**src/rtl/mips_bus_pkg.sv**
```systemverilog
// -----------------------------------------------------------------------------
// mips_bus_pkg
// Shared types and constants for the CPU memory-bus arbiter and any CPU-side
// bus interface that wants to carry a complete Avalon-style request as a
// single value.
//
// Contents:
//   bus_state_e    arbiter FSM states (IDLE, GNT0, GNT1)
//   GRANT_*        one-hot grant encodings (bit 0 = fetch master, bit 1 = data)
//   bus_req_t      one master's request bundle (address/read/write/data/be)
//   BUS_REQ_IDLE   request value meaning "nothing on the bus"
//   bus_req_active helper: a request is live when read or write is high
// -----------------------------------------------------------------------------
package mips_bus_pkg;

  typedef enum logic [1:0] {
    IDLE = 2'd0,
    GNT0 = 2'd1,
    GNT1 = 2'd2
  } bus_state_e;

  localparam logic [1:0] GRANT_NONE = 2'b00;
  localparam logic [1:0] GRANT_M0   = 2'b01;
  localparam logic [1:0] GRANT_M1   = 2'b10;

  typedef struct packed {
    logic [31:0] address;
    logic        read;
    logic        write;
    logic [31:0] writedata;
    logic [3:0]  byteenable;
  } bus_req_t;

  localparam bus_req_t BUS_REQ_IDLE = '{
    address:    32'h0000_0000,
    read:       1'b0,
    write:      1'b0,
    writedata:  32'h0000_0000,
    byteenable: 4'h0
  };

  // A master is requesting whenever either strobe is high; a simultaneous
  // read+write still counts as one request and is passed through as-is.
  function automatic logic bus_req_active(input bus_req_t req);
    return req.read | req.write;
  endfunction

endpackage

```
**src/rtl/mips_bus_rr_pick.sv**
```systemverilog
// -----------------------------------------------------------------------------
// mips_bus_rr_pick
// Combinational arbitration decision used when the bus is idle.
//
// Parameters:
//   PRIORITY_MODE  0 = round-robin on a tie, 1 = data master (m1) always wins
//
// Ports:
//   i_req0         fetch master requesting
//   i_req1         data master requesting
//   i_last_winner  master that completed most recently (0 = m0, 1 = m1)
//   o_grant        one-hot winner, GRANT_NONE when nobody requests
// -----------------------------------------------------------------------------
module mips_bus_rr_pick
  import mips_bus_pkg::*;
#(
  parameter int PRIORITY_MODE = 0
) (
  input  logic       i_req0,
  input  logic       i_req1,
  input  logic       i_last_winner,
  output logic [1:0] o_grant
);

  // Winner selection: a lone requester always wins; a tie goes to m1 in
  // fixed mode, otherwise to whichever master did not win last time.
  always_comb begin
    o_grant = GRANT_NONE;
    case ({i_req1, i_req0})
      2'b01: o_grant = GRANT_M0;
      2'b10: o_grant = GRANT_M1;
      2'b11: begin
        if (PRIORITY_MODE != 0) begin
          o_grant = GRANT_M1;
        end else if (i_last_winner) begin
          o_grant = GRANT_M0;
        end else begin
          o_grant = GRANT_M1;
        end
      end
      default: o_grant = GRANT_NONE;
    endcase
  end

endmodule

```
**src/rtl/mips_bus_arbiter.sv**
```systemverilog
// -----------------------------------------------------------------------------
// mips_bus_arbiter
// Shares one Avalon-style RAM port between the instruction-fetch master (m0)
// and the data load/store master (m1), one transaction at a time. The master
// that does not own the bus is held off with waitrequest. A sticky flag
// records any grant in which the slave stalled for MAX_WAIT cycles in a row.
//
// Parameters:
//   PRIORITY_MODE  0 = round-robin, 1 = fixed priority with m1 winning
//   MAX_WAIT       consecutive slave-stall cycles that set bus_error (0 = off)
//   WAIT_W         stall counter width, 2**WAIT_W must exceed MAX_WAIT
//
// Ports:
//   clk, rst               clock; asynchronous active-low reset
//   m0_* / m1_*            master-side Avalon ports (address, read, write,
//                          writedata, byteenable in; readdata, waitrequest out)
//   s_*                    slave-side Avalon port (strobes out, readdata and
//                          waitrequest in)
//   grant                  one-hot current owner, 00 when idle
//   bus_error              sticky stall-timeout flag, cleared only by reset
// -----------------------------------------------------------------------------
module mips_bus_arbiter
  import mips_bus_pkg::*;
#(
  parameter int PRIORITY_MODE = 0,
  parameter int MAX_WAIT      = 255,
  parameter int WAIT_W        = 8
) (
  input  logic        clk,
  input  logic        rst,
  // fetch master
  input  logic [31:0] m0_address,
  input  logic        m0_read,
  input  logic        m0_write,
  input  logic [31:0] m0_writedata,
  input  logic [3:0]  m0_byteenable,
  output logic [31:0] m0_readdata,
  output logic        m0_waitrequest,
  // data master
  input  logic [31:0] m1_address,
  input  logic        m1_read,
  input  logic        m1_write,
  input  logic [31:0] m1_writedata,
  input  logic [3:0]  m1_byteenable,
  output logic [31:0] m1_readdata,
  output logic        m1_waitrequest,
  // slave
  output logic [31:0] s_address,
  output logic        s_read,
  output logic        s_write,
  output logic [31:0] s_writedata,
  output logic [3:0]  s_byteenable,
  input  logic [31:0] s_readdata,
  input  logic        s_waitrequest,
  // status
  output logic [1:0]  grant,
  output logic        bus_error
);

  localparam logic [WAIT_W-1:0] CNT_MAX     = {WAIT_W{1'b1}};
  localparam logic [WAIT_W-1:0] CNT_ZERO    = {WAIT_W{1'b0}};
  localparam logic [WAIT_W-1:0] CNT_ONE     = {{(WAIT_W-1){1'b0}}, 1'b1};
  localparam logic [WAIT_W-1:0] MAX_WAIT_W  = WAIT_W'(MAX_WAIT);
  localparam logic              TIMEOUT_ON  = (MAX_WAIT != 0);

  bus_state_e        r_state;
  bus_state_e        w_state_next;
  logic              r_last_winner;   // 0 = m0, 1 = m1
  logic [WAIT_W-1:0] r_stall_cnt;
  logic [WAIT_W-1:0] w_stall_cnt_next;
  logic              r_bus_error;

  bus_req_t          w_m0_req;
  bus_req_t          w_m1_req;
  bus_req_t          w_sel_req;
  logic              w_req0;
  logic              w_req1;
  logic              w_own_req;
  logic              w_stall;
  logic              w_done;
  logic [1:0]        w_pick;

  assign w_m0_req = '{
    address:    m0_address,
    read:       m0_read,
    write:      m0_write,
    writedata:  m0_writedata,
    byteenable: m0_byteenable
  };

  assign w_m1_req = '{
    address:    m1_address,
    read:       m1_read,
    write:      m1_write,
    writedata:  m1_writedata,
    byteenable: m1_byteenable
  };

  assign w_req0 = bus_req_active(w_m0_req);
  assign w_req1 = bus_req_active(w_m1_req);

  mips_bus_rr_pick #(
    .PRIORITY_MODE (PRIORITY_MODE)
  ) u_pick (
    .i_req0        (w_req0),
    .i_req1        (w_req1),
    .i_last_winner (r_last_winner),
    .o_grant       (w_pick)
  );

  // Request of the current owner; zero while idle so stall/done stay quiet.
  always_comb begin
    w_own_req = 1'b0;
    case (r_state)
      GNT0:    w_own_req = w_req0;
      GNT1:    w_own_req = w_req1;
      default: w_own_req = 1'b0;
    endcase
  end

  assign w_stall = w_own_req &  s_waitrequest;
  assign w_done  = w_own_req & ~s_waitrequest;

  // FSM state register.
  always_ff @(posedge clk or negedge rst) begin
    if (!rst) begin
      r_state <= IDLE;
    end else begin
      r_state <= w_state_next;
    end
  end

  // FSM next state. A completing owner never keeps the bus: it hands over to
  // a waiting peer back-to-back or drops to IDLE, so the fetch stream cannot
  // starve data accesses. A request that vanishes mid-grant is an abort.
  always_comb begin
    w_state_next = r_state;
    case (r_state)
      IDLE: begin
        case (w_pick)
          GRANT_M0: w_state_next = GNT0;
          GRANT_M1: w_state_next = GNT1;
          default:  w_state_next = IDLE;
        endcase
      end
      GNT0: begin
        if (!w_req0) begin
          w_state_next = IDLE;
        end else if (!s_waitrequest) begin
          w_state_next = w_req1 ? GNT1 : IDLE;
        end else begin
          w_state_next = GNT0;
        end
      end
      GNT1: begin
        if (!w_req1) begin
          w_state_next = IDLE;
        end else if (!s_waitrequest) begin
          w_state_next = w_req0 ? GNT0 : IDLE;
        end else begin
          w_state_next = GNT1;
        end
      end
      default: w_state_next = IDLE;
    endcase
  end

  // FSM outputs: slave port is a straight mux of the owner's signals, the
  // owner sees the slave's waitrequest and everyone else is held off.
  always_comb begin
    w_sel_req      = BUS_REQ_IDLE;
    m0_waitrequest = 1'b1;
    m1_waitrequest = 1'b1;
    grant          = GRANT_NONE;
    case (r_state)
      GNT0: begin
        w_sel_req      = w_m0_req;
        m0_waitrequest = s_waitrequest;
        grant          = GRANT_M0;
      end
      GNT1: begin
        w_sel_req      = w_m1_req;
        m1_waitrequest = s_waitrequest;
        grant          = GRANT_M1;
      end
      default: begin
        w_sel_req      = BUS_REQ_IDLE;
        m0_waitrequest = 1'b1;
        m1_waitrequest = 1'b1;
        grant          = GRANT_NONE;
      end
    endcase
  end

  assign s_address    = w_sel_req.address;
  assign s_read       = w_sel_req.read;
  assign s_write      = w_sel_req.write;
  assign s_writedata  = w_sel_req.writedata;
  assign s_byteenable = w_sel_req.byteenable;

  // Read data goes to both masters; each qualifies it with its own
  // waitrequest.
  assign m0_readdata = s_readdata;
  assign m1_readdata = s_readdata;

  // Last-winner tracking; reset to m1 so m0 wins the first tie. Aborts leave
  // it untouched.
  always_ff @(posedge clk or negedge rst) begin
    if (!rst) begin
      r_last_winner <= 1'b1;
    end else if (w_done) begin
      r_last_winner <= (r_state == GNT1);
    end else begin
      r_last_winner <= r_last_winner;
    end
  end

  // Consecutive-stall count: saturating increment while the owner is held
  // by the slave, cleared by anything else (completion, abort, idle).
  always_comb begin
    w_stall_cnt_next = CNT_ZERO;
    if (w_stall) begin
      if (r_stall_cnt == CNT_MAX) begin
        w_stall_cnt_next = CNT_MAX;
      end else begin
        w_stall_cnt_next = r_stall_cnt + CNT_ONE;
      end
    end else begin
      w_stall_cnt_next = CNT_ZERO;
    end
  end

  // Stall counter register.
  always_ff @(posedge clk or negedge rst) begin
    if (!rst) begin
      r_stall_cnt <= CNT_ZERO;
    end else begin
      r_stall_cnt <= w_stall_cnt_next;
    end
  end

  // Sticky timeout flag: set on the edge where the count reaches MAX_WAIT;
  // the transaction itself is allowed to continue.
  always_ff @(posedge clk or negedge rst) begin
    if (!rst) begin
      r_bus_error <= 1'b0;
    end else if (TIMEOUT_ON && w_stall && (w_stall_cnt_next == MAX_WAIT_W)) begin
      r_bus_error <= 1'b1;
    end else begin
      r_bus_error <= r_bus_error;
    end
  end

  assign bus_error = r_bus_error;

endmodule
```
**config.mk**
```make
export PLATFORM = sky130hd
export DESIGN_NAME = mips_bus_arbiter
export DESIGN_NICKNAME = d
export VERILOG_FILES = /design/src/rtl/mips_bus_pkg.sv /design/src/rtl/mips_bus_rr_pick.sv /design/src/rtl/mips_bus_arbiter.sv
export SDC_FILE = /design/constraint.sdc
export NUM_CORES = 1
export LEC_CHECK = 0
export ABC_AREA = 1
export BUFFER_PORTS_ARGS = -buffer_cell sky130_fd_sc_hd__buf_2
export CELL_PAD_IN_SITES_DETAIL_PLACEMENT = 0
export CELL_PAD_IN_SITES_GLOBAL_PLACEMENT = 2
export CORE_MARGIN = 2
export CORE_UTILIZATION = 13
export CTS_CLUSTER_SIZE = 28
export DETAILED_ROUTE_END_ITERATION = 8
export PLACE_DENSITY_LB_ADDON = 0.1
export SKIP_CTS_REPAIR_TIMING = 1
export SYNTH_ARGS = -nofsm -noshare
export SYNTH_HDL_FRONTEND = slang
export SYNTH_SLANG_ARGS = --single-unit
```
**constraint.sdc**
```tcl
create_clock -name clk -period 3.9 [get_ports clk]
set_clock_uncertainty 0.1 [all_clocks]
set_input_delay 0.195 -clock clk [delete_from_list [all_inputs] [get_ports clk]]
set_output_delay 0.195 -clock clk [all_outputs]
set_load 0.05 [all_outputs]
```
==> results of run 1 <==
-- registers in the layout, indices dropped and copies added (netlist names) --
| signal | count |
|---|---|
| r_stall_cnt | 8 |
| r_last_winner | 1 |
| r_state | 2 |
| bus_error | 1 |
-- kinds of logic (layout without fill, tap and decap cells) --
logic type	Yosys count	in the layout
adders and majority gates	7	7
AOI/OAI and AO/OA	85	85
xor gates and xnor gates	1	1
DFF	12	12
buffers and inverters	110	248
and+or+nand+nor	198	198
other	0	1
-- worst reg2reg max path, cell delays in order, from the launching register on --
cell and delay, ns:
dfrtp_1 0.41, inv_1 0.12, ha_2 0.66, nand2_1 0.19
a21oi_1 0.28, nand3_1 0.19, nor2_4 0.13, nand2_1 0.05
nand2_1 0.05
-- layer usage --
| layer | track usage, % | share of wire (%) | up-vias |
|---|---|---|---|
| met3 | 3.852 | 8.8 | 11 |
| li1 | - | - | 1509 |
| met5 | 0 | 0 | - |
| met1 | 11.23 | 34 | 1316 |
| met2 | 22.11 | 56 | 144 |
| met4 | 1.273 | 0.60 | 0 |
-- metrics by stage --
stage / cells / power (W) / utilization, %
2_1_floorplan: 413 / 0.002236 / -
3_3_place_gp: 771 / 0.002794 / 18.15
3_5_place_dp: 771 / 0.002772 / 18.15
4_1_cts: 775 / 0.002974 / 18.60
5_1_grt: 776 / 0.003115 / 18.66
6_report: 777 / 0.002903 / 18.68
-- how the worst max path moves through the flow --
stage | start | to | slack [ns] | depth (start not counted)
final | r_state[1] | s_byteenable[1] | 1.29 | 6
after global routing | r_state[0] | s_writedata[22] | 1.13 | 6
after CTS | r_state[1] | s_byteenable[1] | 1.24 | 6
after detailed placement | r_state[1] | s_byteenable[1] | 1.51 | 6
after global placement | r_state[1] | s_byteenable[1] | 1.49 | 6
after floorplan | r_state[1] | s_address[22] | 1.62 | 6
-- synthesized netlist by cell type, drive strengths merged --
master / instances / share of area [%]
nand2: 176 / 29
a21oi: 78 / 17
buf: 66 / 22
clkbuf: 22 / 3.6
inv: 22 / 3.6
dfrtp: 11 / 12
nand3: 11 / 2.6
nor2: 11 / 2.7
ha: 7 / 3.8
o21ai: 5 / 1.3
a31oi: 1 / 0.27
dfstp: 1 / 1.2
o21bai: 1 / 0.33
xnor2: 1 / 0.38
-- power groups by stage --
stage	clock network [W]	registers [W]	logic, W
6_report	0.000190	0.000167	0.00255
5_1_grt	0.000202	0.000171	0.00274
4_1_cts	0.000197	0.000168	0.00261
3_5_place_dp	0	0.000169	0.00260
3_3_place_gp	0	0.000169	0.00263
2_1_floorplan	0	0.000164	0.00207
-- layout make-up --
| class | instances | area share, % |
|---|---|---|
| tap | 225 | 8.745 |
| inverter | 22 | 2.565 |
| multi-input combinational | 291 | 41.04 |
| sequential | 12 | 9.366 |
| clock buffer | 4 | 2.449 |
| antenna | 1 | 0.07773 |
| timing repair buffer | 222 | 35.76 |
==> flow_summary.yaml, run 1 <==
outcome:
  status: "finished clean"
power:
  power_density_nw_per_um2: 901.8
  worst_vdd_rail_ir_drop_v: 0.0002912
  static-leakage-power_nw: 1.695
  seqPwrFrac_pct: 5.8
  sw_frac_of_total_pct: 71.81
  power.share.combinational_pct: 87.7
  internal_power_summed_over_all_cells_w: 0.0008184
  power.share.clock_pct: 6.5
  netSwitchingPower_w: 0.002085
timing:
  minimum_clock_period_ns: 2.605
  max_slew_margin_pct: 52.49
  post-route-period-util_pct: 66.80
  setup_violations: 0
  timing.final.ws_setup_ns: 1.295
  max_slew.worst_pin.slew_ns: 0.7126
  setup_tns_ns: 0
  final-max-slew-violation-count: 0
  worst_hold_slack_ns: 0.2436
  finalHoldViolCount: 0
  maximum_clock_frequency_mhz: 383.8
  grt_setup_unrepaired: "no"
logic_synthesis:
  synth.distinct_cells: 21
  synth.area.mux_share_pct: 0
  post_synth_inst_count: 413
  combinational_family_with_the_most_area_after_synthesis: "simple AND/OR/NAND/NOR gates"
  synth_sequential_area_ratio_pct: 13.21
  synth.avg_cell_area_um2: 5.526
  synth_xor_area_share_pct: 0.3838
  synth_fp_nets: 595
  syn_area_um2: 2282
  synthesis.yosys.warnings: 0
  ys_seq_elements: 12
  synth-adder-area-share_pct: 3.838
  synth_compound_gate_area_share_pct: 18.97
  synth_simple_gate_area_share_pct: 34.48
routing:
  wl_per_cell_um: 14.20
  drtAntennaViolNets: 0
  routed-via-count: 2980
  drt_first_pass_iters: 5
  post-route-drc-count: 0
  routed_wirelength_um: 11040
  drt-initial-drc-count: 89
  avgViaCountPerCell: 3.835
global_route:
  gr-usage-all-layers_pct: 11.07
  grt_pass1_wl_um: 15950
  grt_antenna_before_repair: 1
  globalRoute.totalOverflow: 0
  vias_in_the_first_global_route: 2910
  grt_start_max_net_pins: 42
hold_path:
  hold_path.class: "input pin to flop"
  hold_path_depth: 5
  min_from: "m0_write"
  hold_path_end: "r_state[0]"
worst_setup_path:
  crit-reg2reg-launch: "r_state[0]"
  path_delay_family: "buffers and inverters"
  r2r_cells: 8
  reg2reg_slack_ns: 1.66
  worstPathMaxFanout: 39
  critPathBufInv: 3
  timing.critical_path.to_type: "primary output"
  cp.arrival_ns: 2.31
  critical_path.reg2reg.endpoint: "bus_error"
  critPathRequiredTime_ns: 3.61
  worstPathCellList: "inv_1 > ha_2 > buf_12 > nand2_1 > a21oi_1 > buf_2"
  critical_path_class: "flop to primary output"
  cpMaxStageDelayCell: "ha_2"
  critical_path.startpoint_type: "flop"
  worst_path_max_stage_delay_ns: 0.66
final_layout:
  layout.cells.most_common_list: "buf_2, nand2_1, a21oi_1, inv_1, dfrtp_1"
  final_common_cell: "buf_2"
  post-route-cell-area_um2: 3219
  area_taken_by_flip_flops_and_latches_um2: 301.5
  num-nets-final: 734
  multi_input_area_um2: 1321
  fill_cells: 2070
  area_growth_syn_to_layout_pct: 41.06
  layout-drive-gt1-share_pct: 42.83
placed_design:
  pre_cts_ws_ns: 1.506
  place.detailed.hpwl_um: 8920
  globalplace.congestion: 0.7254
  numPortBuffers: 217
  placement.cell_area_um2: 3128
clocking:
  cts-buffers-inserted: 3
  root_buffer: "clkbuf_16"
  ctsHtreeMaxLevel: 1
  insertion_delay_ns: 0.24
  clkSlewWorstSetupHoldPaths_ns: 0.04
  tritoncts_sink_count: 12
  cts_tree: "done"
  cts.path.max_buffers: 2
floorplan:
  die_w_um: 136.5
  die_height_um: 136.5
  core-area_um2: 17240
  placement_rows: 48
  floorplan.io_pins: 314
  initial_utilization_pct: 13.24
  die_area_um2: 18630
run:
  timing.max_cap.violations: 0
(Power assumes the default switching activity.)
==> inputs of run 2 (changes only) <==
ABC_AREA = 0   (was 1)
CORE_UTILIZATION = 12   (was 13)
clock period = 2.65 ns   (was 3.9 ns; I/O delays follow)
==> run 2 against run 1 <==
  * Critical endpoint is now s_writedata[6]
  * Final cell count is 15% lower
  * Clock power increased by 47%
  * Worst hold slack worse by 0.13 ns
  * Largest power group unchanged
  * Clock-buffer cell count is the same
  * Synthesized cell count down 27%
  * Via count shrank 12%
  * Die area decreased by 1.8%
  * Register-to-register slack lost 0.92 ns
  * Sequential power increased by 46%
  * Core utilization decreased by 0.57 points
==> flow_summary.yaml, run 2 <==
logic_synthesis:
  synthTopCellsByArea: "a22oi_1, buf_4, nor2_1, dfrtp_1, ha_1"
  synth_enable_flop_cells: 0
  synth_fp_nets: 482
  post_synth_inst_count: 300
  synth.avg_cell_area_um2: 6.890
  synth.largest_area_cell: "a22oi_1"
  synth-main-ff-cell: "dfrtp_1"
  synthTopCellsByCount: "nor2_1, a22oi_1, buf_4"
  synth.distinct_cells: 31
  synth_sequential_area_ratio_pct: 14.59
  async_flop_share_pct: 100.0
  syn_area_um2: 2067
  most_frequently_used_cell_type_in_the_post_synthesis_netlist: "nor2_1"
  ys_seq_elements: 12
  synthesis.yosys.warnings: 0
  post-synth-top-area-fraction_pct: 25.42
floorplan:
  core-area_um2: 16700
  initial_utilization_pct: 12.38
  floorplan.io_pins: 314
  die_area_um2: 18290
  die_w_um: 135.2
  placement_rows: 47
  die_height_um: 135.2
clocking:
  cts-buffers-inserted: 3
  cts.path.max_buffers: 2
  ctsHtreeMaxLevel: 1
  clkSlewWorstSetupHoldPaths_ns: 0.04
  tritoncts_sink_count: 12
  root_buffer: "clkbuf_16"
  insertion_delay_ns: 0.24
  cts_tree: "done"
global_route:
  globalRoute.totalOverflow: 0
  grt_pass1_wl_um: 15190
  gr-usage-all-layers_pct: 10.75
  vias_in_the_first_global_route: 2660
  grt_antenna_before_repair: 0
  grt_start_max_net_pins: 55
final_layout:
  utilization_pct: 18.11
  layout.cells.most_common_list: "buf_2, nor2_1, a22oi_1, dfrtp_1, a211oi_1"
  largest-register: "r_stall_cnt"
  area_taken_by_flip_flops_and_latches_um2: 301.5
  multi_input_area_um2: 1182
  flip_flop_count_of_the_largest_register_all_copies_and_words_added: 8
  finalNonFillerCells: 659
  largestRegisters: "r_stall_cnt x8, r_state x2"
  layout-drive-gt1-share_pct: 52.62
  insertedDiodeCount: 0
  final_common_cell: "buf_2"
  fill_cells: 1970
  area_growth_syn_to_layout_pct: 46.31
  num-nets-final: 622
outcome:
  status: "finished clean"
routing:
  wl_per_cell_um: 16.41
  drtAntennaViolNets: 0
  post-route-drc-count: 0
  met2WireLength_um: 5706
  drt-initial-drc-count: 139
  routed_wl_met3_um: 964
  avgViaCountPerCell: 3.992
  routed-via-count: 2631
  detailed_routing_wirelength_on_met1_um: 3924
  routed_wirelength_um: 10810
  drt_first_pass_iters: 4
  highest-signal-layer: "met4"
timing:
  post-route-period-util_pct: 88.05
  maximum_clock_frequency_mhz: 428.6
  setup_violations: 0
  grt_setup_unrepaired: "no"
  timing.final.ws_setup_ns: 0.3167
  max_slew_margin_pct: 62.60
  setup_tns_ns: 0
  minimum_clock_period_ns: 2.333
  finalHoldViolCount: 0
  final-max-slew-violation-count: 0
  max_slew.worst_pin.slew_ns: 0.5609
worst_setup_path:
  critPathRequiredTime_ns: 2.42
  critical_path.startpoint_type: "flop"
  cp.arrival_ns: 2.10
  r2r_cells: 6
  critical_path_class: "flop to primary output"
  timing.critical_path.to_type: "primary output"
  worstPathMaxFanout: 32
hold_path:
  hold_path.class: "input pin to flop"
  hold_path_depth: 3
placed_design:
  pre_cts_ws_ns: 0.5220
  dp.cells: 654
  place.detailed.hpwl_um: 8755
  numPortBuffers: 217
  globalplace.congestion: 0.7136
run:
  timing.max_cap.violations: 0
power:
  static-leakage-power_nw: 1.581
  worst_vdd_rail_ir_drop_v: 0.0003972
  finalPower_w: 0.003849
  power_density_nw_per_um2: 1273
[run 2: through the flow]
step | instance area, µm² | hold slack (ns)
2_1_floorplan | 2067 | -0.2631
3_3_place_gp | 2935 | -0.05649
5_1_grt | 3024 | 0.1389
3_5_place_dp | 2935 | -0.06262
6_report | 3024 | 0.1163
4_1_cts | 3014 | -0.3207
[run 2: area by class of cell]
cell class | instances | share of cell area [%]
Multi-Input combinational cell | 196 | 39.10
Timing Repair Buffer | 223 | 38.73
Sequential cell | 12 | 9.971
Tap cell | 220 | 9.102
Clock buffer | 4 | 2.607
Inverter | 4 | 0.4965
[run 2: power by group]
group / leakage [nW] / switching, W / internal, W
registers: 0.161 / 0.0000275 / 0.000216
logic: 1.38 / 0.00252 / 0.000807
clock network: 0.0382 / 0.0000779 / 0.000202
[run 2: logic make-up (layout without fill, tap and decap cells)]
family	Yosys count	after routing	share of synthesized area (%)
fa+ha+maj	8	8	4.721
xor+xnor	2	2	0.8476
simple gates	93	93	18.77
compound gates	93	93	32.63
buf+inv	92	231	28.45
flops	12	12	14.59
[run 2: worst paths after layout]
path,from,to,slack [ns]
setup / recovery,r_state[0],s_writedata[6],0.32
hold / removal,m0_write,r_state[0],0.12
setup reg to reg,r_state[0],r_last_winner,0.74
hold reg to reg,bus_error,bus_error,0.36
max in group asynchronous,rst,r_last_winner,1.97
min in group asynchronous,rst,r_stall_cnt[2],0.20
[run 2: critical path: stages, from the launching register on]
cell	delay, ns
dfrtp_1	0.41
inv_1	0.12
ha_2	0.47
buf_12	0.25
a22oi_1	0.11
nor2_1	0.19
buf_2	0.30
[run 2: per-layer routing]
| metal | GRT usage [%] | up-vias |
|---|---|---|
| met2 | 20.78 | 148 |
| met3 | 2.731 | 25 |
| met5 | 0 | - |
| met4 | 2.604 | 0 |
| li1 | - | 1280 |
| met1 | 11.62 | 1178 |
